`config.mk`:
```
export PLATFORM = sky130hd
export DESIGN_NAME = sram_arbiter
export DESIGN_NICKNAME = d
export VERILOG_FILES = /design/src/rtl/sram_arbiter_pkg.sv /design/src/rtl/sram_arbiter_watchdog.sv /design/src/rtl/sram_arbiter.sv
export SDC_FILE = /design/constraint.sdc
export NUM_CORES = 1
export LEC_CHECK = 0
export BUFFER_PORTS_ARGS = -buffer_cell sky130_fd_sc_hd__buf_2
export CAP_MARGIN = 20
export CORE_MARGIN = 2
export CORE_UTILIZATION = 45
export CTS_CLUSTER_DIAMETER = 200
export DETAILED_ROUTE_END_ITERATION = 7
export HOLD_SLACK_MARGIN = 0.1
export PLACE_DENSITY = 0.82
export SLEW_MARGIN = 20
export SYNTH_ARGS = -nofsm -noshare
export SYNTH_HDL_FRONTEND = slang
export SYNTH_HIERARCHICAL = 1
export SYNTH_SLANG_ARGS = --single-unit
```
`constraint.sdc`:
```
create_clock -name clk -period 3.3 [get_ports clk]
set_input_delay 0.66 -clock clk [delete_from_list [all_inputs] [get_ports clk]]
set_output_delay 0.66 -clock clk [all_outputs]
set_load 0.005 [all_outputs]
```
`src/rtl/sram_arbiter_pkg.sv`:
```
// Shared types and constants for the SRAM port arbiter and its bus watchdog.
package sram_arbiter_pkg;

    localparam int unsigned SEL_W = 4;
    localparam logic [SEL_W-1:0] SEL_ALL = '1;

    typedef enum logic [1:0] {
        ST_IDLE  = 2'd0,
        ST_INST  = 2'd1,
        ST_DATA  = 2'd2,
        ST_DRAIN = 2'd3
    } arb_state_t;

    // Counter only has to reach TIMEOUT-1, so clog2(TIMEOUT) bits are enough.
    function automatic int unsigned wd_count_width(input int unsigned timeout);
        return (timeout < 2) ? 1 : $clog2(timeout);
    endfunction

endpackage

```
`src/rtl/sram_arbiter_watchdog.sv`:
```
// Bus watchdog: counts busy cycles without ack and flags expiry at TIMEOUT-1.
module bus_watchdog
    import sram_arbiter_pkg::*;
#(
    parameter int unsigned TIMEOUT = 255
) (
    input  logic clk,
    input  logic rst,
    input  logic clear,
    input  logic enable,
    output logic expired
);

    localparam int unsigned CW = wd_count_width(TIMEOUT);
    localparam logic [CW-1:0] LAST = CW'((TIMEOUT == 0) ? 0 : TIMEOUT - 1);

    logic [CW-1:0] count;

    // TIMEOUT of zero disables the watchdog entirely.
    assign expired = (TIMEOUT != 0) && enable && (count == LAST);

    always_ff @(posedge clk or negedge rst) begin
        if (!rst) begin
            count <= '0;
        end else if (clear) begin
            count <= '0;
        end else if (enable && (count != LAST)) begin
            count <= count + 1'b1;
        end
    end

endmodule

```
`src/rtl/sram_arbiter.sv`:
```
// Arbitrates one req/ack SRAM port between instruction fetch and the mem stage.
module sram_arbiter
    import sram_arbiter_pkg::*;
#(
    parameter int unsigned ADDR_W  = 32,
    parameter int unsigned DATA_W  = 32,
    parameter int unsigned TIMEOUT = 255
) (
    input  logic              clk,
    input  logic              rst,

    input  logic              inst_req_i,
    input  logic [ADDR_W-1:0] inst_addr_i,
    output logic [DATA_W-1:0] inst_rdata_o,
    output logic              inst_valid_o,
    output logic              inst_pause_o,
    input  logic              flush_i,

    input  logic              data_req_i,
    input  logic              data_we_i,
    input  logic [ADDR_W-1:0] data_addr_i,
    input  logic [DATA_W-1:0] data_wdata_i,
    input  logic [3:0]        data_sel_i,
    output logic [DATA_W-1:0] data_rdata_o,
    output logic              data_valid_o,
    output logic              data_pause_o,

    output logic              sram_req_o,
    output logic              sram_we_o,
    output logic [ADDR_W-1:0] sram_addr_o,
    output logic [DATA_W-1:0] sram_wdata_o,
    output logic [3:0]        sram_sel_o,
    input  logic              sram_ack_i,
    input  logic [DATA_W-1:0] sram_rdata_i,

    output logic              bus_err_o
);

    arb_state_t state;

    logic busy;
    logic done;
    logic go_drain;
    logic wd_clear;
    logic wd_enable;
    logic wd_expired;

    assign busy      = (state != ST_IDLE);
    assign done      = busy & (sram_ack_i | wd_expired);
    assign wd_enable = busy & ~sram_ack_i;
    assign go_drain  = (state == ST_INST) & flush_i & ~sram_ack_i & ~wd_expired;
    // Entering DRAIN restarts the count; the abandoned fetch gets a full window.
    assign wd_clear  = ~busy | go_drain;

    bus_watchdog #(
        .TIMEOUT (TIMEOUT)
    ) u_watchdog (
        .clk     (clk),
        .rst     (rst),
        .clear   (wd_clear),
        .enable  (wd_enable),
        .expired (wd_expired)
    );

    // A watchdog abort still completes the request, with zero data.
    assign inst_valid_o = (state == ST_INST) & done & ~flush_i;
    assign inst_rdata_o = (inst_valid_o & sram_ack_i) ? sram_rdata_i : '0;
    assign data_valid_o = (state == ST_DATA) & done;
    assign data_rdata_o = (data_valid_o & sram_ack_i & ~sram_we_o) ? sram_rdata_i : '0;

    // Pauses are forced low while reset is asserted so every output reads 0.
    assign inst_pause_o = rst & inst_req_i & ~inst_valid_o & ~flush_i;
    assign data_pause_o = rst & data_req_i & ~data_valid_o;

    always_ff @(posedge clk or negedge rst) begin
        if (!rst) begin
            state        <= ST_IDLE;
            sram_req_o   <= 1'b0;
            sram_we_o    <= 1'b0;
            sram_addr_o  <= '0;
            sram_wdata_o <= '0;
            sram_sel_o   <= '0;
            bus_err_o    <= 1'b0;
        end else begin
            if (wd_expired) begin
                bus_err_o <= 1'b1;
            end

            if (done) begin
                state        <= ST_IDLE;
                sram_req_o   <= 1'b0;
                sram_we_o    <= 1'b0;
                sram_addr_o  <= '0;
                sram_wdata_o <= '0;
                sram_sel_o   <= '0;
            end else begin
                case (state)
                    ST_IDLE: begin
                        // Data wins: the mem-stage instruction is older than the fetch.
                        if (data_req_i) begin
                            state        <= ST_DATA;
                            sram_req_o   <= 1'b1;
                            sram_we_o    <= data_we_i;
                            sram_addr_o  <= data_addr_i;
                            sram_wdata_o <= data_wdata_i;
                            sram_sel_o   <= data_sel_i;
                        end else if (inst_req_i && !flush_i) begin
                            state        <= ST_INST;
                            sram_req_o   <= 1'b1;
                            sram_we_o    <= 1'b0;
                            sram_addr_o  <= inst_addr_i;
                            sram_wdata_o <= '0;
                            sram_sel_o   <= SEL_ALL;
                        end
                    end
                    ST_INST: begin
                        if (flush_i) begin
                            state <= ST_DRAIN;
                        end
                    end
                    default: begin
                    end
                endcase
            end
        end
    end

endmodule

```
* After elaboration in Yosys (flattened, before gate mapping)
Cells that the tools add are included.
** Storage, ports and cells
- Register bits :: 81
- Latch bits :: 0
- Memory bits (writable) :: 0
- Bits in read-only memories :: 0
- Word-level logic and storage cells :: 81
- Memories :: 0
** Operators by class
- Add/sub/neg operators :: 1
- Multiply operators :: 0
- Div/mod/pow operators :: 0
- $lt $le $gt $ge :: 0
- Equality and inequality tests :: 6
- Shift-type cells :: 0
- Mux-type cells :: 29
- Bitwise logic cells :: 25
- Reductions and logical operators :: 12
** Operators by type and width (number)
- 32-bit 2-to-1 mux :: 10
- 1-bit bitwise AND :: 16
- 4-bit 2-to-1 mux :: 4
- 8-bit 2-to-1 mux :: 2
- 8-bit by 1-bit adder with 8-bit output, second input constant :: 1
- 8-bit == test, second input constant :: 1
- 1-bit 2-to-1 mux :: 8
- 2-bit 2-to-1 mux :: 4
- 8-bit inequality test, second input constant :: 1
- 1-bit inverter :: 7
- 2-bit nonzero test :: 3
- 3-bit nonzero test :: 2
- 4-bit inequality test, second input constant :: 1
- 2-bit one-hot mux with 2 select lines :: 1
- 1-bit logical AND :: 3
- 3-bit inequality test, second input constant :: 1
- 3-bit AND reduction :: 1
- 2-bit by 1-bit == test with 1-bit output, second input constant :: 1
- 2-bit == test, second input constant :: 1
- 2-bit zero test :: 1
- 1-bit OR :: 2
- 2-bit AND reduction :: 1
- 1-bit zero test :: 1

* Depth between registers and ports, before layout
Gate-level depths: netlist (run 1).
- Depth after elaboration :: 10
- Gate-level depth with buffers :: 13

* Hierarchy
The synthesis (run 1) kept the hierarchy.
** By module, submodules not included
- sram_arbiter :: instances 1, cells an instance 383, area each 4342.9 um^2
- bus_watchdog :: instances 1, cells an instance 54, area each 553.0 um^2

* Least setup slack after synthesis (run 1)
No wires, ideal clock.
- Path type :: reg-to-reg
- Start point :: register state[1]
- End point :: register u_watchdog.count[0]
- Setup time :: 125 ps
- Data arrival time :: 2441 ps
- Data required time :: 3175 ps
- Setup slack :: 734 ps
- Cell stages (with the launch flop) :: 13
- Path buffers :: 4
- Clock period less this slack :: 2566 ps
- Cells stage by stage :: dfrtp_1 buf_6 nor2_4 clkbuf_1 nor2_1 buf_2 and3_1 nor2_1 nand2_1 a21oi_1 clkbuf_1 nor2_1 mux2_4
** On the way
- Longest elaborated chain between the ends :: 7
- Elaborated cells between the ends (all ways) :: 13
** RTL lines
- start, declared :: RTL line sram_arbiter.sv:39 : arb_state_t state;
- start signal, assigned :: RTL line sram_arbiter.sv:77 : state <= ST_IDLE;
- start signal, assigned :: RTL line sram_arbiter.sv:90 : state <= ST_IDLE;
- start signal, assigned :: RTL line sram_arbiter.sv:101 : state <= ST_DATA;
- 2-bit nonzero test (*) :: RTL line sram_arbiter.sv:48 : assign busy = (state != ST_IDLE);
- 1-bit bitwise AND (*) :: RTL line sram_arbiter.sv:50 : assign wd_enable = busy & ~sram_ack_i;
- via wd_enable :: RTL line sram_arbiter.sv:45 : logic wd_enable;
- 1-bit logical AND (*) :: RTL line sram_arbiter_watchdog.sv:20 : assign expired = (TIMEOUT != 0) && enable && (count == LAST);
- via wd_expired :: RTL line sram_arbiter.sv:46 : logic wd_expired;
- 1-bit inverter (*) :: RTL line sram_arbiter.sv:51 : assign go_drain = (state == ST_INST) & flush_i & ~sram_ack_i & ~wd_expired;
- 1-bit bitwise AND (*) :: RTL line sram_arbiter.sv:51
- 1-bit OR (*) :: RTL line sram_arbiter.sv:53 : assign wd_clear = ~busy | go_drain;
- via wd_clear :: RTL line sram_arbiter.sv:44 : logic wd_clear;
- 8-bit 2-to-1 mux / 2-bit nonzero test (equally long branches)
- end signal, assigned :: RTL line sram_arbiter_watchdog.sv:28 : count <= count + 1'b1;
- end, declared :: RTL line sram_arbiter_watchdog.sv:17 : logic [CW-1:0] count;
The timed path passes the listed nets; every way through them passes the cells marked *.
A chain may end at the register's enable or synchronous reset.

* Final worst setup path (run 1)
- Start point :: register u_watchdog.count[0]
- End point :: output inst_pause_o
** On the way
- Longest elaborated chain between the ends :: 9
** RTL lines
- 8-bit == test :: RTL line sram_arbiter_watchdog.sv:20
- 1-bit logical AND :: RTL line sram_arbiter_watchdog.sv:20
- via wd_expired :: RTL line sram_arbiter.sv:46
- 1-bit OR :: RTL line sram_arbiter.sv:49 : assign done = busy & (sram_ack_i | wd_expired);
- 1-bit bitwise AND :: RTL line sram_arbiter.sv:49
- 1-bit bitwise AND (2 in a row) :: RTL line sram_arbiter.sv:66 : assign inst_valid_o = (state == ST_INST) & done & ~flush_i;
- 1-bit inverter :: RTL line sram_arbiter.sv:72 : assign inst_pause_o = rst & inst_req_i & ~inst_valid_o & ~flush_i;
- 1-bit bitwise AND (2 in a row) :: RTL line sram_arbiter.sv:72
- end, declared :: RTL line sram_arbiter.sv:16 : output logic inst_pause_o,
The timed path passes the listed nets, and every way through them passes these cells.

==> results of run 1 <==
[state kept, by name, indices dropped and copies added (netlist names)]
name and count:
bus_err_o 1, sram_addr_o 32, sram_req_o 1, sram_sel_o 4, sram_wdata_o 32, sram_we_o 1, state 2, u_watchdog/count 8
[metal layers]
| metal | GRT usage | wire length, microns | up-vias |
|---|---|---|---|
| met2 | 0.451 | 7940 | 217 |
| met3 | 0.0356 | 1120 | 18 |
| met1 | 0.322 | 6380 | 2379 |
| li1 | - | - | 2224 |
| met4 | 0.0852 | 249 | 0 |
| met5 | 0 | 0 | - |
[how the worst max path moves through the flow]
| stage | depth (start not counted) | endpoint | slack [ns] |
|---|---|---|---|
| floorplan | 12 | u_watchdog/count[0] | 0.73 |
| global placement | 7 | sram_addr_o[5] | 0.50 |
| detailed placement | 7 | sram_wdata_o[12] | 0.34 |
| CTS | 8 | inst_pause_o | 0.20 |
| global route | 8 | inst_pause_o | 0.006 |
| finish | 8 | inst_pause_o | 0.23 |
[Yosys cell counts (all sizes together)]
| master | n |
|---|---|
| clkbuf | 33 |
| or2 | 2 |
| nor4bb | 1 |
| mux2 | 36 |
| nor2 | 10 |
| a311oi | 1 |
| o311ai | 1 |
| nor3 | 2 |
| nand2b | 5 |
| inv | 3 |
| a221o | 69 |
| nand2 | 5 |
| a21oi | 6 |
| nand3 | 2 |
| nor4b | 1 |
| and4bb | 2 |
| o41ai | 2 |
| buf | 18 |
| and3 | 3 |
| ha | 2 |
| and2 | 66 |
| o22a | 1 |
| nor2b | 4 |
| a31oi | 2 |
| nor3b | 3 |
| o32ai | 1 |
| and4 | 70 |
| o211a | 1 |
| a21o | 1 |
| nand4 | 2 |
| a21boi | 1 |
| dfrtp | 81 |
[power by group]
| part | leakage, nW | switching [mW] | internal (mW) |
|---|---|---|---|
| Clock | 0.0850 | 0.346 | 0.285 |
| Combinational | 2.31 | 0.504 | 0.517 |
| Sequential | 1.06 | 0.177 | 1.20 |
[layout make-up]
class / count / area [sq um] / share of cell area
diodes: 3 / 7.51 / 0.00116
multi-input cells: 302 / 2580 / 0.400
inverters: 3 / 11.3 / 0.00174
clock buffers: 11 / 141 / 0.0219
well taps: 140 / 175 / 0.0271
flip-flops and latches: 81 / 2030 / 0.314
repair buffers: 290 / 1500 / 0.232
clock inverters: 3 / 18.8 / 0.00290
[through the flow]
stage | worst slack, ns | utilization | instance area (sq um)
2_1_floorplan | 0.734 | - | 4900
3_3_place_gp | 0.501 | 0.586 | 6300
6_report | 0.232 | 0.602 | 6460
5_1_grt | 0.00551 | 0.601 | 6460
3_5_place_dp | 0.338 | 0.586 | 6300
4_1_cts | 0.202 | 0.601 | 6460
[logic make-up (layout without fill, tap and decap cells)]
family,after synthesis,after routing
and+or+nand+nor,178,178
AOI/OAI and AO/OA,86,86
adders and majority gates,2,2
muxes,36,36
other,0,3
buffers and inverters,54,307
DFF,81,81
==> qor.log, run 1 <==
[logic_synthesis] Seq cells post-synth 81
[global_routing] vias in the first global route 4663
[place] placed insts 816
[clock_network] Resized Gates After CTS 0
[routing] TritonRoute pass-1 iters 4
[cells_and_area] fraction of layout instances using a drive strength above 1 0.513
[global_routing] pin count of the biggest net entering global routing 72
[timing] slew of the pin with the lowest slew margin 0.859 ns
[clock_network] hold buffers post-CTS 0
[global_routing] initial antenna violation count 2
[global_routing] wire length of the first global-routing pass 23700 microns
[clock_network] CTS H-Tree Depth 3
[timing] worst hold slack after final layout 0.425 ns
[timing] min Tclk post-route 3.07 ns
[routing] residual antenna-violating net count after detailed routing 0
[critical_path] timing startpoint of the critical path u_watchdog/count[0]
[place] Buffers on Ports 277
[clock_network] buffers from clock root to sink, at most 2
[routing] Post-route DRC 0
[run_status] status completed
[timing] max-slew headroom at the worst pin 0.425
[cells_and_area] number of fill cells 923
[global_routing] aggregate global routing overflow 0
[clock_network] postcts setup bufs 0
[timing] count of final hold-check violations 0
[logic_synthesis] Mapped Nets 578
[critical_path] Worst Reg-to-Reg Cells 7
[critical_path] arrival time worst endpoint 2.41 ns
[logic_synthesis] cell taking the most area after synthesis sky130_fd_sc_hd__dfrtp_1
[routing] Post-Route WL 15700 microns
[critical_path] cell family contributing the most delay on the critical path simple AND/OR/NAND/NOR gates
[routing] 1st-iter DRT viols 299
[timing] setup TNS 0 ns
[power] worst IR drop on VDD 0.205 mV
[timing] setup repair after global routing missed its margin false
[floorplan] full die area 11700 sq um
[critical_path] kind of end point of the critical path output pin
[power] total power 3.03 mW
[timing] Pins Over Slew Limit 0
[critical_path] CP max stage cell sky130_fd_sc_hd__dfrtp_1
[critical_path] origin of the critical flop-to-flop path u_watchdog/count[0]
[critical_path] critical-path cell list inv_1, ha_1, and3_1, and3_1, nor2_1, nor3b_1, nor3b_1, buf_2
[clock_network] root buffer cell sky130_fd_sc_hd__clkbuf_8
[critical_path] reg-to-reg endpoint sram_addr_o[6]
[power] leakage power figure 3.45 nW
[critical_path] maximum net fanout on the critical path 7
[logic_synthesis] cell area after synthesis 4900 sq um
[logic_synthesis] share of the synthesized area in the top cell type 0.414
[routing] mean routed wirelength per cell 18.8 microns
[critical_path] count of buffering cells on the critical path with inverters included 2
[place] Placer Congestion 0.885
[floorplan] overall die height 108 microns
[timing] share of the clock period used by the worst path after layout 0.930
[critical_path] sort of element at the start of the critical path flop
[logic_synthesis] dominant combinational cell family by area after synthesis simple AND/OR/NAND/NOR gates
[logic_synthesis] Synth Instances 437
[critical_path] critical path's largest stage delay 0.45 ns
[clock_network] CTS clock-pin slew for the worst setup and hold paths 0.09 ns
[clock_network] clock insertion delay at the later pin of the skew report 0.35 ns
[logic_synthesis] compound-cell area share of the yosys netlist 0.172
[routing] vias 4838
[run] max-capacitance violation count 0
[cells_and_area] Final Instance Count excl. Fillers 833
[clock_network] sinks on the clock net 81
[clock_network] CTS tree yes
[logic_synthesis] unique cell type count in the Yosys netlist 42
[floorplan] Initial Utilization 0.456
[floorplan] die outline width 108 microns
[logic_synthesis] top cells by area in the synthesized netlist sky130_fd_sc_hd__dfrtp_1 (41%), sky130_fd_sc_hd__a221o_1 (14%), sky130_fd_sc_hd__and4_1 (13%), sky130_fd_sc_hd__and2_1 (8.4%), sky130_fd_sc_hd__mux2_2 (7.4%)
[logic_synthesis] Post-Synth XOR/XNOR Area 0
[floorplan] core box area 10700 sq um
[critical_path] register-to-register setup slack 0.35 ns
[logic_synthesis] simple-gate area share of the yosys netlist 0.263
[logic_synthesis] proportion of synthesized area in mux cells 0.0859
[place] HPWL reported at the end of detailed placement 11300 microns
[cells_and_area] leading cell type in the layout, fill and taps excluded sky130_fd_sc_hd__buf_2
[worst_hold_path] worst min path class primary input to async pin
[logic_synthesis] Yosys warnings 6
[cells_and_area] layout-stage area growth over the synthesis result 32.0%
[logic_synthesis] sequential cell area fraction in the yosys report 0.414
[clock_network] total clock buffers created by CTS 9
[logic_synthesis] Post-Synthesis Mean Instance Area 11.2 sq um
[routing] Via-to-Cell Ratio 5.81
[timing] Fmax 326 MHz
[cells_and_area] final-stage net count 828
[critical_path] Setup Crit Path Kind flop to output pin
[timing] worst clock skew on the final layout 0.0122 ns
[critical_path] required time of the worst setup path 2.64 ns
[floorplan] num rows 38
[cells_and_area] most frequent cells in the layout sky130_fd_sc_hd__buf_2 (276), sky130_fd_sc_hd__dfrtp_1 (81), sky130_fd_sc_hd__and4_1 (70), sky130_fd_sc_hd__a221o_1 (69), sky130_fd_sc_hd__and2_1 (66)
[floorplan] number of top-level pins 278
[logic_synthesis] Adder-Cell Fraction of Synth Area 0.00511
[power] total power density per cell area 469 nW/um^2
[global_routing] All-Layer GR Usage 0.256
[timing] number of setup violations in the final report 0
(Power assumes the default switching activity.)
==> inputs of run 2 (changes only) <==
==> constraint.sdc (replaced) <==
create_clock -name clk -period 3.3 [get_ports clk]
set_input_delay 0.495 -clock clk [delete_from_list [all_inputs] [get_ports clk]]
set_output_delay 0.495 -clock clk [all_outputs]
set_load 0.005 [all_outputs]
==> run 2 against run 1 <==
  * Die area unchanged
  * Sequential power barely moved
  * First-iteration DRC count up 12%
  * Hold slack worse by 0.067 ns
  * Clock power up 20%
  * Count of clock-buffer cells in the layout down 2
==> qor.log, run 2 (same netlist as run 1, synthesis figures left out) <==
[run] max-capacitance violation count 0
[routing] 1st-iter DRT viols 336
[floorplan] full die area 11700 sq um
[worst_hold_path] startpoint of the lowest-slack hold path data_wdata_i[23]
[run_status] status completed
[power] total power density per cell area 485 nW/um^2
[critical_path] Critical Path Stages 7
[critical_path] timing startpoint of the critical path u_watchdog/count[0]
[critical_path] sort of element at the start of the critical path flop
[global_routing] aggregate global routing overflow 0
[power] leakage power figure 3.46 nW
[power] worst IR drop on VDD 0.217 mV
[floorplan] number of top-level pins 278
[power] clock network power share 0.241
[timing] setup TNS 0 ns
[critical_path] reg-to-reg endpoint sram_wdata_o[6]
[timing] Pins Over Slew Limit 0
[global_routing] vias in the first global route 4490
[critical_path] arrival time worst endpoint 3.33 ns
[critical_path] kind of end point of the critical path flop
[worst_hold_path] Hold Path Cell Cnt 2
[critical_path] required time of the worst setup path 3.60 ns
[timing] max-slew headroom at the worst pin 0.310
[power] Int Power 2.06 mW
[clock_network] sinks on the clock net 81
[routing] Post-route DRC 0
[clock_network] CTS tree yes
[critical_path] critical path's largest stage delay 0.86 ns
[cells_and_area] post-layout util 0.603
[timing] setup repair after global routing missed its margin false
[critical_path] critical path endpoint sram_wdata_o[6]
[floorplan] Initial Utilization 0.456
[place] Buffers on Ports 277
[cells_and_area] final-stage net count 826
[critical_path] Setup Crit Path Kind flop to flop
[critical_path] cell family contributing the most delay on the critical path simple AND/OR/NAND/NOR gates
[critical_path] critical-path cell list inv_1, ha_1, and3_1, and3_1, nor3_4, buf_4, a221o_1
[clock_network] Resized Gates After CTS 0
[timing] count of final hold-check violations 0
[clock_network] CTS H-Tree Depth 3
[place] HPWL reported at the end of detailed placement 11000 microns
[power] Seq pwr share 0.439
[timing] worst hold slack after final layout 0.358 ns
[routing] TritonRoute pass-1 iters 5
[place] Placer Congestion 0.888
[power] total power 3.14 mW
[cells_and_area] most frequent cells in the layout sky130_fd_sc_hd__buf_2 (276), sky130_fd_sc_hd__dfrtp_1 (81), sky130_fd_sc_hd__and4_1 (70), sky130_fd_sc_hd__a221o_1 (69), sky130_fd_sc_hd__and2_1 (66)
[timing] share of the clock period used by the worst path after layout 0.920
[clock_network] total clock buffers created by CTS 9
[routing] mean routed wirelength per cell 18.8 microns
[power] share of power burned in combinational logic 0.320
[floorplan] core box area 10700 sq um
[global_routing] pin count of the biggest net entering global routing 72
[cells_and_area] layout-stage area growth over the synthesis result 32.4%
[timing] number of setup violations in the final report 0
[critical_path] most numerous cell on the critical path sky130_fd_sc_hd__and3_1
[power] reported net switching power 1.08 mW
[critical_path] origin of the critical flop-to-flop path u_watchdog/count[0]
[critical_path] Worst Reg-to-Reg Cells 7
[global_routing] All-Layer GR Usage 0.252
[routing] Post-Route WL 15600 microns
[clock_network] buffers from clock root to sink, at most 2
[global_routing] initial antenna violation count 3
[clock_network] postcts setup bufs 0
[routing] vias 4837
[critical_path] maximum net fanout on the critical path 45
[critical_path] register-to-register setup slack 0.26 ns
[floorplan] die outline width 108 microns
[timing] worst clock skew on the final layout 0.0163 ns
[floorplan] overall die height 108 microns
[timing] min Tclk post-route 3.04 ns
[clock_network] CTS clock-pin slew for the worst setup and hold paths 0.10 ns
[routing] residual antenna-violating net count after detailed routing 0
[cells_and_area] fraction of layout instances using a drive strength above 1 0.513
[cells_and_area] leading cell type in the layout, fill and taps excluded sky130_fd_sc_hd__buf_2
[critical_path] count of buffering cells on the critical path with inverters included 2
[routing] Via-to-Cell Ratio 5.81
[critical_path] CP max stage cell sky130_fd_sc_hd__nor3_4
[floorplan] num rows 38
[timing] Fmax 329 MHz
[timing] slew of the pin with the lowest slew margin 1.03 ns
[clock_network] clock insertion delay at the later pin of the skew report 0.36 ns
[cells_and_area] largest registers in the final layout sram_addr_o (32), sram_wdata_o (32), u_watchdog/count (8)
[clock_network] root buffer cell sky130_fd_sc_hd__clkbuf_8
[worst_hold_path] worst min path class primary input to flop
[global_routing] wire length of the first global-routing pass 23300 microns
[power] switching share of total power 0.343
[run 2: cell count changes in the layout (fill, tap and decap cells not counted)]
cell                            before  now
sky130_fd_sc_hd__clkinv_4            1    2
sky130_fd_sc_hd__bufinv_16           0    1
sky130_fd_sc_hd__buf_4              13   11
sky130_fd_sc_hd__dlygate4sd3_1       0    1
sky130_fd_sc_hd__clkinv_2            2    1
sky130_fd_sc_hd__clkbuf_8           10    9
sky130_fd_sc_hd__clkbuf_1            1    0
sky130_fd_sc_hd__inv_6               0    2
sky130_fd_sc_hd__buf_12              1    0
sky130_fd_sc_hd__clkinvlp_4          0    1
[run 2: cell type report]
class                      count  area [sq um]
sequential                    81          2030
multi-input combinational    302          2580
clock buffer                   9           124
antenna                        3          7.51
timing repair buffer         288          1470
clock inverter                 7          77.6
fill                         910          4270
tap                          140           175
inverter                       3          11.3
[run 2: worst min path at each step]
stage,end,slack [ns]
CTS,sram_wdata_o[23],0.35
floorplan,bus_err_o,0.20
detailed placement,sram_sel_o[1],0.42
global placement,sram_sel_o[1],0.42
finish,sram_wdata_o[23],0.36
global route,sram_wdata_o[18],0.34
[run 2: timing repair]
item,CTS,global route
endpoints found under the hold margin,20,0
endpoints found under the setup margin,0,0
hold buffers,1,0
[run 2: power by group through the flow]
stage / clock [mW] / sequential, mW / combinational [mW]
floorplan: 0 / 1.37 / 0.556
global placement: 0 / 1.37 / 0.980
detailed placement: 0 / 1.39 / 1.01
CTS: 0.767 / 1.37 / 1.01
global route: 0.821 / 1.40 / 1.10
finish: 0.757 / 1.38 / 1.01
[run 2: per-layer routing]
metal  vias up  wire length (microns)  GRT usage
met1      2351                   6360      0.323
met5         -                      0          0
met4         0                    342      0.108
met2       241                   7810      0.422
li1       2221                      -          -
met3        24                   1120     0.0398
[run 2: per-stage QoR]
| stage | cells | worst slack (ns) | instance area [sq um] |
|---|---|---|---|
| after floorplan | 437 | 0.734 | 4900 |
| after global placement | 813 | 0.441 | 6260 |
| after detailed placement | 813 | 0.307 | 6260 |
| after CTS | 830 | 0.281 | 6470 |
| after global routing | 833 | 0.0795 | 6480 |
| final | 833 | 0.263 | 6480 |
==> inputs of run 3 (changes only) <==
==> constraint.sdc (replaced) <==
create_clock -name clk -period 3.8 [get_ports clk]
set_input_delay 0.57 -clock clk [delete_from_list [all_inputs] [get_ports clk]]
set_output_delay 0.57 -clock clk [all_outputs]
set_load 0.005 [all_outputs]
==> run 3 against run 2 <==
  * Clock skew is 0.0075 ns lower
  * Count of clock-buffer cells in the layout is 1 higher
  * Highest routed layer unchanged
  * First-iteration DRC count is 2.4% higher
  * Maximum frequency is 0.33% lower
  * Largest power group unchanged
  * Sequential share of layout area is 0.19 points higher
  * Global-route usage is 0.15 points higher
  * Via count is 0.93% lower
  * Wire length is 1.3% higher
  * Setup slack better by 0.49 ns
  * Sequential cell count stayed put
  * Critical path depth is 3 higher
  * Combinational power is 14% lower
==> qor.log, run 3 (same netlist as run 1, synthesis figures left out) <==
[critical_path] Worst Reg-to-Reg Cells 10
[global_routing] initial antenna violation count 3
[cells_and_area] number of fill cells 949
[clock_network] clock insertion delay at the later pin of the skew report 0.35 ns
[cells_and_area] leading cell type in the layout, fill and taps excluded sky130_fd_sc_hd__buf_2
[clock_network] postcts setup bufs 0
[floorplan] Initial Utilization 0.456
[power] total power density per cell area 422 nW/um^2
[global_routing] GR Util met2 0.430
[critical_path] reg-to-reg endpoint u_watchdog/count[5]
[floorplan] overall die height 108 microns
[power] Seq pwr share 0.440
[critical_path] critical-path cell list inv_1, ha_1, and3_1, and3_1, nor2_1, nand2_1, a21oi_1, inv_1, o311ai_0, o41ai_1
[power] clock network power share 0.240
[timing] Pins Over Slew Limit 0
[cells_and_area] largest registers in the final layout sram_addr_o (32), sram_wdata_o (32), u_watchdog/count (8)
[timing] count of final hold-check violations 0
[clock_network] root buffer cell sky130_fd_sc_hd__clkbuf_8
[place] Buffers on Ports 277
[routing] Post-route DRC 0
[power] total power 2.72 mW
[cells_and_area] combined area of the multi-input logic cells 2580 sq um
[power] leakage power figure 3.43 nW
[critical_path] register-to-register setup slack 0.75 ns
[power] reported net switching power 918 uW
[cells_and_area] fraction of layout instances using a drive strength above 1 0.511
[place] HPWL reported at the end of detailed placement 11000 microns
[clock_network] CTS clock-pin slew for the worst setup and hold paths 0.09 ns
[routing] residual antenna-violating net count after detailed routing 0
[timing] min Tclk post-route 3.05 ns
[critical_path] arrival time worst endpoint 3.24 ns
[routing] vias 4792
[power] worst IR drop on VDD 0.208 mV
[timing] setup repair after global routing missed its margin false
[routing] 1st-iter DRT viols 344
[global_routing] global-route track usage on met3 0.0506
[critical_path] kind of end point of the critical path flop
[clock_network] buffers from clock root to sink, at most 2
[run_status] status completed
[power] switching share of total power 0.338
[timing] worst clock skew on the final layout 0.00882 ns
[timing] slew of the pin with the lowest slew margin 1.04 ns
[clock_network] CTS tree yes
[critical_path] maximum net fanout on the critical path 12
[floorplan] die outline width 108 microns
[cells_and_area] layout-stage area growth over the synthesis result 31.6%
[clock_network] total clock buffers created by CTS 9
[critical_path] Setup Crit Path Kind flop to flop
[cells_and_area] final-stage net count 821
[timing] setup TNS 0 ns
[timing] Fmax 328 MHz
[timing] max-slew headroom at the worst pin 0.307
[global_routing] met1 routing resource usage after global routing 0.313
[clock_network] sinks on the clock net 81
[global_routing] All-Layer GR Usage 0.254
[global_routing] wire length of the first global-routing pass 23500 microns
[floorplan] full die area 11700 sq um
[timing] number of setup violations in the final report 0
[run] max-capacitance violation count 0
[routing] TritonRoute pass-1 iters 4
[cells_and_area] flip-flop and latch area 2030 sq um
[critical_path] CP max stage cell sky130_fd_sc_hd__a21oi_1
[global_routing] vias in the first global route 4620
[global_routing] routing layer with the top usage in global route met2
[routing] Post-Route WL 15800 microns
[place] Placer Congestion 0.906
[critical_path] sort of element at the start of the critical path flop
[timing] share of the clock period used by the worst path after layout 0.802
[routing] mean routed wirelength per cell 19.1 microns
[clock_network] hold buffers post-CTS 0
[critical_path] critical path's largest stage delay 0.74 ns
[power] share of power burned in combinational logic 0.321
[critical_path] required time of the worst setup path 3.99 ns
[power] Int Power 1.80 mW
[floorplan] core box area 10700 sq um
[worst_hold_path] worst min path class primary input to async pin
[global_routing] aggregate global routing overflow 0
[critical_path] origin of the critical flop-to-flop path u_watchdog/count[0]
[clock_network] CTS H-Tree Depth 3
[clock_network] Resized Gates After CTS 0
[cells_and_area] most frequent cells in the layout sky130_fd_sc_hd__buf_2 (276), sky130_fd_sc_hd__dfrtp_1 (81), sky130_fd_sc_hd__and4_1 (70), sky130_fd_sc_hd__a221o_1 (69), sky130_fd_sc_hd__and2_1 (66)
[routing] Via-to-Cell Ratio 5.79
[global_routing] pin count of the biggest net entering global routing 73
[floorplan] num rows 38
[floorplan] number of top-level pins 278
-- run 3: cell types whose count changed in the layout (fill, tap and decap cells not counted), sizes merged --
cell and delta:
dlygate4sd3 -1, clkinv -1, clkbuf +1, buf -4
-- run 3: worst max path at each step --
stage / depth (start not counted) / startpoint / endpoint
6_report: 10 / u_watchdog/count[0] / u_watchdog/count[5]
5_1_grt: 10 / u_watchdog/count[0] / u_watchdog/count[5]
4_1_cts: 10 / u_watchdog/count[0] / u_watchdog/count[5]
3_5_place_dp: 10 / u_watchdog/count[0] / u_watchdog/count[5]
3_3_place_gp: 9 / u_watchdog/count[0] / u_watchdog/count[0]
2_1_floorplan: 12 / state[1] / u_watchdog/count[0]
-- run 3: stage by stage --
stage / setup slack (ns) / util / hold WS, ns / area [sq um] / std cells
floorplan: 1.23 / - / 0.274 / 4900 / 437
global route: 0.561 / 0.599 / 0.155 / 6440 / 828
global placement: 1.01 / 0.580 / 0.466 / 6230 / 809
detailed placement: 0.827 / 0.580 / 0.498 / 6230 / 809
CTS: 0.817 / 0.599 / 0.149 / 6430 / 825
finish: 0.753 / 0.599 / 0.154 / 6440 / 828
-- run 3: final cells by class --
class	instances	area share
antenna	3	0.00117
timing repair buffer	283	0.223
tap	140	0.0272
clock inverter	6	0.0101
multi-input combinational	302	0.401
inverter	3	0.00175
clock buffer	10	0.0214
sequential	81	0.315
-- run 3: layer usage --
| layer | share of wire | up-vias |
|---|---|---|
| li1 | - | 2207 |
| met1 | 0.39 | 2317 |
| met2 | 0.51 | 238 |
| met3 | 0.072 | 30 |
| met4 | 0.023 | 0 |
| met5 | 0 | - |
-- run 3: power groups by stage --
stage	Combinational (mW)	Clock (mW)	Sequential [mW]
after floorplan	0.483	0	1.19
after global placement	0.837	0	1.19
after detailed placement	0.869	0	1.21
after CTS	0.872	0.664	1.19
after global routing	0.948	0.704	1.22
final	0.871	0.652	1.19
-- run 3: worst max-delay path, delay by kind of cell (launching register included) --
family | cells | cell delay [ns]
AOI/OAI and AO/OA | 3 | 1.02
and+or+nand+nor | 4 | 0.97
adders and majority gates | 1 | 0.24
buffers and inverters | 2 | 0.23
DFF | 1 | 0.43
